**src/rtl/fb_pixel_reader_if.sv**
```systemverilog
// fb_pixel_reader_if: AXI read channels plus pixel stream and error flag of the framebuffer reader
interface fb_pixel_reader_if #(
  parameter int AXI_ADDR_WIDTH = 20,
  parameter int AXI_DATA_WIDTH = 16,
  parameter int PIXEL_BITS     = 12
);
  logic [AXI_ADDR_WIDTH-1:0] axi_araddr;
  logic                      axi_arvalid;
  logic                      axi_arready;
  logic [AXI_DATA_WIDTH-1:0] axi_rdata;
  logic [1:0]                axi_rresp;
  logic                      axi_rvalid;
  logic                      axi_rready;
  logic [PIXEL_BITS-1:0]     pixel_data;
  logic                      pixel_valid;
  logic                      pixel_ready;
  logic                      pixel_sof;
  logic                      pixel_eol;
  logic                      read_error;
  modport master (
    output axi_araddr, axi_arvalid, axi_rready, pixel_data, pixel_valid, pixel_sof, pixel_eol, read_error,
    input  axi_arready, axi_rdata, axi_rresp, axi_rvalid, pixel_ready
  );
  modport slave (
    input  axi_araddr, axi_arvalid, axi_rready, pixel_data, pixel_valid, pixel_sof, pixel_eol, read_error,
    output axi_arready, axi_rdata, axi_rresp, axi_rvalid, pixel_ready
  );
endinterface

```
**src/rtl/fb_pixel_reader.sv**
```systemverilog
// fb_pixel_reader: credit-limited raster fetch of a framebuffer over AXI read, streamed out as pixels
module fb_pixel_reader #(
  parameter int H_VISIBLE       = 640,
  parameter int V_VISIBLE       = 480,
  parameter int PIXEL_BITS      = 12,
  parameter int AXI_ADDR_WIDTH  = 20,
  parameter int AXI_DATA_WIDTH  = 16,
  parameter int MAX_OUTSTANDING = 4
) (
  input  logic                clk,
  input  logic                reset,
  input  logic                enable,
  fb_pixel_reader_if.master   bus
);
  localparam int PW = $clog2(MAX_OUTSTANDING);
  localparam int XW = $clog2(H_VISIBLE + 1);
  localparam int YW = $clog2(V_VISIBLE + 1);
  localparam logic [AXI_ADDR_WIDTH-1:0] LAST = AXI_ADDR_WIDTH'(H_VISIBLE * V_VISIBLE - 1);
  typedef enum logic [1:0] {IDLE, FETCH, DRAIN} state_t;
  state_t                    state_q, state_d;
  logic [AXI_ADDR_WIDTH-1:0] addr_q, addr_d;
  logic [PW:0]               cnt_q, cnt_d, wr_q, rd_q;
  logic [XW-1:0]             x_q;
  logic [YW-1:0]             y_q;
  logic [PIXEL_BITS-1:0]     mem_q [MAX_OUTSTANDING];
  logic                      err_q, ar_hs, r_push, p_hs, empty, eol;
  logic                      unused_ok;
  assign empty     = wr_q == rd_q;
  assign ar_hs     = bus.axi_arvalid && bus.axi_arready;
  assign r_push    = bus.axi_rvalid && bus.axi_rready;
  assign p_hs      = bus.pixel_valid && bus.pixel_ready;
  assign eol       = x_q == XW'(H_VISIBLE - 1);
  assign unused_ok = &{1'b0, bus.axi_rdata};
  // A credit is held from AR handshake until its pixel leaves, so the FIFO can never overflow
  assign cnt_d = cnt_q + {{PW{1'b0}}, ar_hs} - {{PW{1'b0}}, p_hs};
  assign bus.axi_arvalid = state_q == FETCH && cnt_q < (PW+1)'(MAX_OUTSTANDING);
  assign bus.axi_araddr  = addr_q;
  assign bus.axi_rready  = state_q != IDLE;
  assign bus.pixel_valid = !empty;
  assign bus.pixel_data  = empty ? '0 : mem_q[rd_q[PW-1:0]];
  assign bus.pixel_sof   = !empty && x_q == '0 && y_q == '0;
  assign bus.pixel_eol   = !empty && eol;
  assign bus.read_error  = err_q;
  always_comb begin
    state_d = state_q;
    addr_d  = addr_q;
    unique case (state_q)
      IDLE: if (enable) begin
        state_d = FETCH;
        addr_d  = '0;
      end
      FETCH: if (ar_hs) begin
        state_d = addr_q == LAST ? DRAIN : FETCH;
        addr_d  = addr_q == LAST ? '0 : addr_q + 1'b1;
      end
      DRAIN: if (cnt_q == '0) begin
        state_d = enable ? FETCH : IDLE;
        addr_d  = '0;
      end
      default: state_d = IDLE;
    endcase
  end
  always_ff @(posedge clk) begin
    if (reset) begin
      state_q <= IDLE;
      addr_q  <= '0;
      cnt_q   <= '0;
      wr_q    <= '0;
      rd_q    <= '0;
      x_q     <= '0;
      y_q     <= '0;
      err_q   <= 1'b0;
    end else begin
      state_q <= state_d;
      addr_q  <= addr_d;
      cnt_q   <= cnt_d;
      if (r_push) wr_q <= wr_q + 1'b1;
      if (p_hs) begin
        rd_q <= rd_q + 1'b1;
        x_q  <= eol ? '0 : x_q + 1'b1;
        if (eol) y_q <= y_q == YW'(V_VISIBLE - 1) ? '0 : y_q + 1'b1;
      end
      if (r_push && bus.axi_rresp != 2'b00) err_q <= 1'b1;
    end
  end
  always_ff @(posedge clk) begin
    if (r_push) mem_q[wr_q[PW-1:0]] <= bus.axi_rdata[PIXEL_BITS-1:0];
  end
endmodule

```
**src/flat_wrapper.sv**
```systemverilog
// flat-port wrapper written by rule: the top's interface ports become plain ports
module fb_pixel_reader_flat 
#(
  parameter int H_VISIBLE       = 640,
  parameter int V_VISIBLE       = 480,
  parameter int PIXEL_BITS      = 12,
  parameter int AXI_ADDR_WIDTH  = 20,
  parameter int AXI_DATA_WIDTH  = 16,
  parameter int MAX_OUTSTANDING = 4
)
  (clk, reset, enable, bus_axi_araddr, bus_axi_arvalid, bus_axi_rready, bus_pixel_data, bus_pixel_valid, bus_pixel_sof, bus_pixel_eol, bus_read_error, bus_axi_arready, bus_axi_rdata, bus_axi_rresp, bus_axi_rvalid, bus_pixel_ready);
  fb_pixel_reader_if #(.AXI_ADDR_WIDTH(AXI_ADDR_WIDTH), .AXI_DATA_WIDTH(AXI_DATA_WIDTH), .PIXEL_BITS(PIXEL_BITS)) bus_i ();
  input  logic clk;
  input  logic reset;
  input  logic enable;
  output wire logic [$bits(bus_i.axi_araddr)-1:0] bus_axi_araddr;
  output wire logic [$bits(bus_i.axi_arvalid)-1:0] bus_axi_arvalid;
  output wire logic [$bits(bus_i.axi_rready)-1:0] bus_axi_rready;
  output wire logic [$bits(bus_i.pixel_data)-1:0] bus_pixel_data;
  output wire logic [$bits(bus_i.pixel_valid)-1:0] bus_pixel_valid;
  output wire logic [$bits(bus_i.pixel_sof)-1:0] bus_pixel_sof;
  output wire logic [$bits(bus_i.pixel_eol)-1:0] bus_pixel_eol;
  output wire logic [$bits(bus_i.read_error)-1:0] bus_read_error;
  input wire logic [$bits(bus_i.axi_arready)-1:0] bus_axi_arready;
  input wire logic [$bits(bus_i.axi_rdata)-1:0] bus_axi_rdata;
  input wire logic [$bits(bus_i.axi_rresp)-1:0] bus_axi_rresp;
  input wire logic [$bits(bus_i.axi_rvalid)-1:0] bus_axi_rvalid;
  input wire logic [$bits(bus_i.pixel_ready)-1:0] bus_pixel_ready;
  assign bus_axi_araddr = bus_i.axi_araddr;
  assign bus_axi_arvalid = bus_i.axi_arvalid;
  assign bus_axi_rready = bus_i.axi_rready;
  assign bus_pixel_data = bus_i.pixel_data;
  assign bus_pixel_valid = bus_i.pixel_valid;
  assign bus_pixel_sof = bus_i.pixel_sof;
  assign bus_pixel_eol = bus_i.pixel_eol;
  assign bus_read_error = bus_i.read_error;
  assign bus_i.axi_arready = bus_axi_arready;
  assign bus_i.axi_rdata = bus_axi_rdata;
  assign bus_i.axi_rresp = bus_axi_rresp;
  assign bus_i.axi_rvalid = bus_axi_rvalid;
  assign bus_i.pixel_ready = bus_pixel_ready;
  fb_pixel_reader #(.H_VISIBLE(H_VISIBLE), .V_VISIBLE(V_VISIBLE), .PIXEL_BITS(PIXEL_BITS), .AXI_ADDR_WIDTH(AXI_ADDR_WIDTH), .AXI_DATA_WIDTH(AXI_DATA_WIDTH), .MAX_OUTSTANDING(MAX_OUTSTANDING)) u_core (.clk(clk), .reset(reset), .enable(enable), .bus(bus_i));
endmodule
```
**config.mk**
```make
export PLATFORM = sky130hd
export DESIGN_NAME = fb_pixel_reader_flat
export DESIGN_NICKNAME = d
export VERILOG_FILES = /design/src/rtl/fb_pixel_reader_if.sv /design/src/rtl/fb_pixel_reader.sv /design/src/flat_wrapper.sv
export SDC_FILE = /design/constraint.sdc
export NUM_CORES = 1
export LEC_CHECK = 0
export CAP_MARGIN = 20
export CORE_ASPECT_RATIO = 0.8
export CORE_MARGIN = 2
export CORE_UTILIZATION = 45
export CTS_BUF_LIST = sky130_fd_sc_hd__clkbuf_4
export DETAILED_ROUTE_END_ITERATION = 6
export PLACE_DENSITY = 0.72
export SYNTH_ARGS = -nofsm -noshare
export SYNTH_HDL_FRONTEND = slang
export SYNTH_SLANG_ARGS = --single-unit
```
**constraint.sdc**
```tcl
create_clock -name clk -period 3.3 [get_ports clk]
set_input_delay 0.66 -clock clk [delete_from_list [all_inputs] [get_ports clk]]
set_output_delay 0.66 -clock clk [all_outputs]
set_load 0.02 [all_outputs]
```
==> out/qor.yml, run 1 <==
outcome:
  outcome: "finished, final reports clean"
synth:
  synthArstFlopShare: 0
  ys_ff_latch: 101
  synth_top_family_by_area: "simple AND/OR/NAND/NOR gates"
  yosysSeqAreaShare: 0.546
  synth_xor_area_frac: 0.0726
  yosys.cell_types.count: 51
  synth_warnings: 0
  synth_cells: 401
  synth_top_area_share: 0.314
  synth_compound_area_frac: 0.0568
  synth_area_leaders: "edfxtp_1 31%, dfxtp_1 23%, mux4_2 5.9%, xnor2_1 5.2%, nor2_1 4.3%"
  syn_nets: 438
  synth_edf_count: 48
  synth_common_cells: "53 x dfxtp_1, 52 x nor2_1, 48 x edfxtp_1"
  yosys.area_share.adder: 0.0371
  yosys_most_used_dff: "dfxtp_1"
  yosys-mux-area-fraction: 0.0611
  synth.cell_area_sq_um: 4580
  yosys.area.top_type: "edfxtp_1"
  synth_area_per_cell_sq_um: 11.4
  yosys.cell_count.top_type: "dfxtp_1"
  synth_simple_gate_area_frac: 0.197
power_and_ir_drop:
  p_int_mw: 1.73
  pwr-share-comb: 0.170
  vdd_drop_max_mv: 0.181
  powerDensity_nw_per_um2: 447
  leakagePower_nw: 1.83
  swShare: 0.291
  switchingPower_mw: 0.713
  p_clk_frac: 0.267
  power.total_mw: 2.45
  p_seq_frac: 0.563
sta:
  hold_viol: 0
  worst_slew_pin_slew_ns: 0.720
  setup_viol: 0
  worst_slew_margin_rel: 0.519
  fin_tns_setup_ns: 0
  timing.final.crit_share: 0.923
  report.final.slew_viol_count: 0
  max_freq_mhz: 328
  rsz0062_at_grt: "false"
  finClkSkew_ns: 0.0239
  whs_ns: 0.457
  fin_crit_ns: 3.05
global_route:
  grt_overflow: 0
  use_met1: 0.226
  top_usage_layer: "met2"
  met3_usage: 0.0484
  grt_pass1_vias: 3122
  grt_max_degree: 27
  met2_usage: 0.292
  track_usage: 0.175
  antenna_found_initial: 0
  grt_pass1_wl_mm: 14.8
cts:
  clkTransAtPathRegs_ns: 0.16
  numCtsBuffers: 9
  ctsLongestPathBuffers: 2
  cts_root_buf: "clkbuf_4"
  clock-sinks: 101
  clock_latency_ns: 0.46
  cts_tree: "yes"
  post_cts_resized: 0
  h-tree-depth: 3
  cts_hold_buf: 0
  postCtsSetupBuffers: 0
flow_run:
  maxCapViolations: 0
final_layout:
  drive_gt1_frac: 0.113
  diodes: 0
  stdcell_count: 604
  num-nets-final: 500
  fin_util: 0.560
  area_growth_pct: 19.4
worst_setup_path:
  cp_slowest_cell: "clkdlybuf4s50_1"
  critical_path_class: "flop to output port"
  r2r_end: "u_core.cnt_q[2]"
  startpoint_type: "flop"
  critical_path_required_ns: 2.64
  cp-end-kind: "output port"
  crit_fanout: 17
  cp.arrival_ns: 2.39
  r2r_slack_ns: 0.82
  crit_chain: "xor2_1, nor3_2, inv_1, buf_4, and2_1, clkdlybuf4s50_1"
  cp_num_buf_inv: 3
  slowest_delay_ns: 0.53
  r2r_start: "u_core.wr_q[0]"
  reg2reg_depth: 10
  cp_top_family: "buffers and inverters"
worst_hold_path:
  whs_path_depth: 2
  worst_hold_startpoint: "u_core.bus.read_error"
  holdCritPathClass: "flop to flop"
  hold_path_end: "u_core.bus.read_error"
route:
  postRouteAntennaNets: 0
  via_per_inst: 5.21
  routedWlPerCell_microns: 14.6
  via_count: 3145
  wl_mm: 8.82
  drt_iter0_markers: 154
  first_pass_iters: 4
  route.detailed.drc: 0
floorplan:
  core_area_sq_um: 9770
  die-area_sq_um: 11000
  num_rows: 32
  die_h_microns: 94.3
  fp.dieW_microns: 117
  boundaryPins: 62
  initial_core_util: 0.469
placed_design:
  dp_cells: 588
  io_buffer_count: 57
  hpwlAfterDp_mm: 6.21
  gp_congestion: 0.857
==> cells by family after synthesis <==
family | Yosys count
AND/OR/NAND/NOR | 168
multiplexers | 13
buffers and inverters | 35
adder cells (fa/ha/maj) | 13
flip-flops | 101
AO/OA/AOI/OAI | 33
XOR/XNOR | 38
==> cells in the final DEF, fill, tap and decap left out, types with 4 or more instances in the layout <==
cell type and n:
mux4_2 12, nor2_1 52, edfxtp_1 48, inv_1 23, nand3_1 16, buf_4 6, o21ai_0 4, nand2_1 18
xnor2_1 27, or2_2 4, nor3_1 16, a21oi_1 14, and2_1 16, dfxtp_1 53, clkdlybuf4s50_1 57, nor4_1 6
clkbuf_4 9, ha_1 12, nor2b_1 4, and4_1 7, and3_1 4, nand4_1 10, xor2_1 11
==> state kept, by name (all words and copies together), names as in the netlist, named ones only <==
register               count
u_core.bus.axi_araddr     20
u_core.y_q                 9
u_core.x_q                10
u_core.state_q             2
u_core.mem_q              48
u_core.bus.read_error      1
u_core.wr_q                3
u_core.cnt_q               3
u_core.rd_q                3
==> power by group through the flow <==
| stage | clock network [mW] | registers, mW | logic (mW) |
|---|---|---|---|
| 2_1_floorplan | 0 | 1.40 | 0.257 |
| 3_3_place_gp | 0 | 1.40 | 0.413 |
| 3_5_place_dp | 0 | 1.41 | 0.420 |
| 4_1_cts | 0.675 | 1.38 | 0.421 |
| 5_1_grt | 0.731 | 1.38 | 0.459 |
| 6_report | 0.654 | 1.38 | 0.416 |
==> worst register-to-register path: cells and delay by family (launching register included) <==
kind / cells / cell delay, ns
flops: 1 / 0.48
compound gates: 1 / 0.34
fa+ha+maj: 3 / 0.87
buf+inv: 2 / 0.19
xor+xnor: 3 / 0.44
simple gates: 1 / 0.05
==> layout make-up <==
| type | count | area, sq um |
|---|---|---|
| well taps | 136 | 170 |
| clock inverters | 7 | 81.3 |
| clock buffers | 9 | 67.6 |
| multi-input cells | 265 | 1950 |
| repair buffers | 63 | 616 |
| inverters | 23 | 86.3 |
| fillers | 866 | 4300 |
| flip-flops and latches | 101 | 2500 |
==> how the worst max path moves through the flow <==
stage	startpoint	endpoint	slack [ns]	depth (start not counted)
2_1_floorplan	u_core.wr_q[0]	u_core.cnt_q[2]	0.72	11
3_3_place_gp	bus_pixel_ready	u_core.cnt_q[2]	0.54	10
3_5_place_dp	bus_pixel_ready	u_core.cnt_q[2]	0.53	10
4_1_cts	u_core.wr_q[0]	bus_pixel_data[11]	0.03	6
5_1_grt	u_core.wr_q[0]	bus_pixel_data[8]	0.1	6
6_report	u_core.wr_q[0]	bus_pixel_data[8]	0.25	6
==> routing by layer <==
metal  share of wire  wire length, microns  vias up
li1                -                     -     1560
met1            0.46                  4090     1507
met2            0.48                  4240       70
met3           0.047                   414        8
met4          0.0083                    73        0
met5               0                     0        -
==> per-stage QoR <==
stage,setup WS [ns],cell area (sq um)
6_report,0.253,5470
5_1_grt,0.0954,5470
4_1_cts,0.0291,5470
3_5_place_dp,0.528,5320
3_3_place_gp,0.537,5320
2_1_floorplan,0.719,4580
Note: power is estimated with default switching activity, not from simulation.
==> inputs of run 2 (changes only) <==
GPL_TIMING_DRIVEN = 0   (was unset)
==> run 2 against run 1 <==
Against the previous run: register-to-register slack lost 0.45 ns; clock power shrank 9.0%; via count grew 2.0%; critical path type unchanged; power shrank 2.2%; sequential power is essentially flat; highest routed layer unchanged; global-route usage grew 1.1 points.
==> out/qor.yml, run 2 (synthesized netlist as in run 1, its figures left out) <==
global_route:
  grt_pass1_vias: 3260  # +4.4%
  use_met1: 0.235  # +0.00855
  track_usage: 0.185  # +0.0108
  met3_usage: 0.0477  # -0.000645
  met2_usage: 0.309  # +0.0164
  grt_overflow: 0  # unchanged
  top_usage_layer: "met2"
  antenna_found_initial: 0  # unchanged
  grt_max_degree: 19  # -30%
  grt_pass1_wl_mm: 15.5  # +4.6%
final_layout:
  multiInputGateArea_sq_um: 1950  # unchanged
  regArea_sq_um: 2500  # about the same
  drive_gt1_frac: 0.114  # +0.000676
  final_cell_mix: "56 x clkdlybuf4s50_1, 52 x nor2_1, 52 x dfxtp_1, 48 x edfxtp_1, 27 x xnor2_1"
  area_growth_pct: 19.1
  fin_area_sq_um: 5460  # -0.25%
  fin_util: 0.559  # -0.00141
  num-nets-final: 506  # +1.2%
  final_common_cell: "clkdlybuf4s50_1"
  diodes: 0  # unchanged
  fill_cells: 879  # +1.5%
  largest_register_ffs: 48  # unchanged
power_and_ir_drop:
  p_int_mw: 1.71  # -1.2%
  switchingPower_mw: 0.679  # -4.7%
  swShare: 0.284  # -0.00739
  powerDensity_nw_per_um2: 438  # -2.0%
  pwr-share-comb: 0.175  # +0.005
  p_clk_frac: 0.249  # -0.018
  leakagePower_nw: 1.82  # -0.35%
  p_seq_frac: 0.577  # +0.014
  vdd_drop_max_mv: 0.198  # +9.1%
cts:
  cts_root_buf: "clkbuf_4"
  ctsLongestPathBuffers: 2  # unchanged
  clock_latency_ns: 0.45  # about the same
  cts_tree: "yes"
  numCtsBuffers: 9  # unchanged
  clkTransAtPathRegs_ns: 0.16  # about the same
  h-tree-depth: 3  # unchanged
  clock-sinks: 101  # unchanged
  cts_hold_buf: 0  # unchanged
route:
  via_count: 3208  # +2.0%
  wl_mm: 9.28  # +5.2%
  routedWlPerCell_microns: 15.2  # +4.1%
  postRouteAntennaNets: 0  # unchanged
  first_pass_iters: 4  # unchanged
  route.detailed.drc: 0  # unchanged
  via_per_inst: 5.26  # +1.0%
  drt_iter0_markers: 179  # +16%
sta:
  rsz0062_at_grt: "false"
  fin_tns_setup_ns: 0  # unchanged
  timing.final.crit_share: 0.941  # +0.0179
  fin_crit_ns: 3.11  # +0.0592 ns
  worst_slew_pin_slew_ns: 0.773  # +0.0536 ns
  worst_slew_margin_rel: 0.484  # -0.0358
  hold_viol: 0  # unchanged
  setup_viol: 0  # unchanged
  report.final.slew_viol_count: 0  # unchanged
  max_freq_mhz: 322  # -1.9%
  finClkSkew_ns: 0.0104  # -0.0135 ns
placed_design:
  hpwlAfterDp_mm: 6.65  # +7.0%
  io_buffer_count: 56  # -1.8%
  dpl_cell_area_sq_um: 5320  # about the same
  gp_congestion: 0.825  # -3.8%
floorplan:
  fp.dieW_microns: 117  # unchanged
  die-area_sq_um: 11000  # unchanged
  die_h_microns: 94.3  # unchanged
  core_area_sq_um: 9770  # unchanged
  num_rows: 32  # unchanged
  boundaryPins: 62  # unchanged
  initial_core_util: 0.469  # unchanged
flow_run:
  maxCapViolations: 0  # unchanged
worst_setup_path:
  startpoint_type: "flop"
  cp.arrival_ns: 2.45  # +0.06 ns
  critical_path_required_ns: 2.64  # about the same
  critical_path_class: "flop to output port"
  cp-end-kind: "output port"
  crit_fanout: 10  # -7
worst_hold_path:
  holdCritPathClass: "flop to flop"
outcome:
  outcome: "finished, final reports clean"
[run 2: timing repair]
action,CTS,global route
gates resized for setup,3,5
cloned,0,0
pin swaps,0,1
endpoints found under the setup margin,13,12
buffers inserted,0,1
[run 2: layout make-up]
class,count,share of cell area
Buffer,12,0.0103
Clock buffer,9,0.0124
Clock inverter,7,0.0105
Inverter,23,0.0158
Multi-Input combinational cell,265,0.357
Sequential cell,101,0.459
Tap cell,136,0.0312
Timing Repair Buffer,57,0.104
[run 2: critical path, cell delays in order (launching register included)]
cell and delay [ns]:
dfxtp_1 0.43, clkbuf_4 0.31, mux4_2 0.54, and2_1 0.19
clkdlybuf4s50_1 0.53
[run 2: power by group through the flow]
stage,clock (mW),sequential [mW],combinational (mW)
global placement,0,1.40,0.406
global route,0.676,1.38,0.466
CTS,0.621,1.38,0.420
floorplan,0,1.40,0.257
finish,0.595,1.38,0.418
detailed placement,0,1.41,0.413
[run 2: routing by layer]
layer  up-vias  wire [microns]
met5         -               0
met4         0             106
met3        10             401
met2        75            4570
met1      1542            4200
li1       1581               -
[run 2: final timing paths]
check                                            from                    end  slack (ns)  cells after the start
worst max-delay path                             flop      bus_pixel_data[3]        0.19                      4
worst min-delay path            u_core.bus.read_error  u_core.bus.read_error        0.46                      2
worst max register to register         u_core.wr_q[0]        u_core.cnt_q[2]        0.37                     11
worst min register to register  u_core.bus.read_error  u_core.bus.read_error        0.46                      2
[run 2: metrics by stage]
stage	power [mW]	std cells	hold WS [ns]	setup slack, ns
global placement	1.81	593	0.437	-0.0855
global route	2.53	610	0.489	0.0294
CTS	2.42	609	0.464	0.0276
floorplan	1.66	401	0.461	0.719
finish	2.39	610	0.458	0.193
detailed placement	1.82	593	0.444	-0.0777
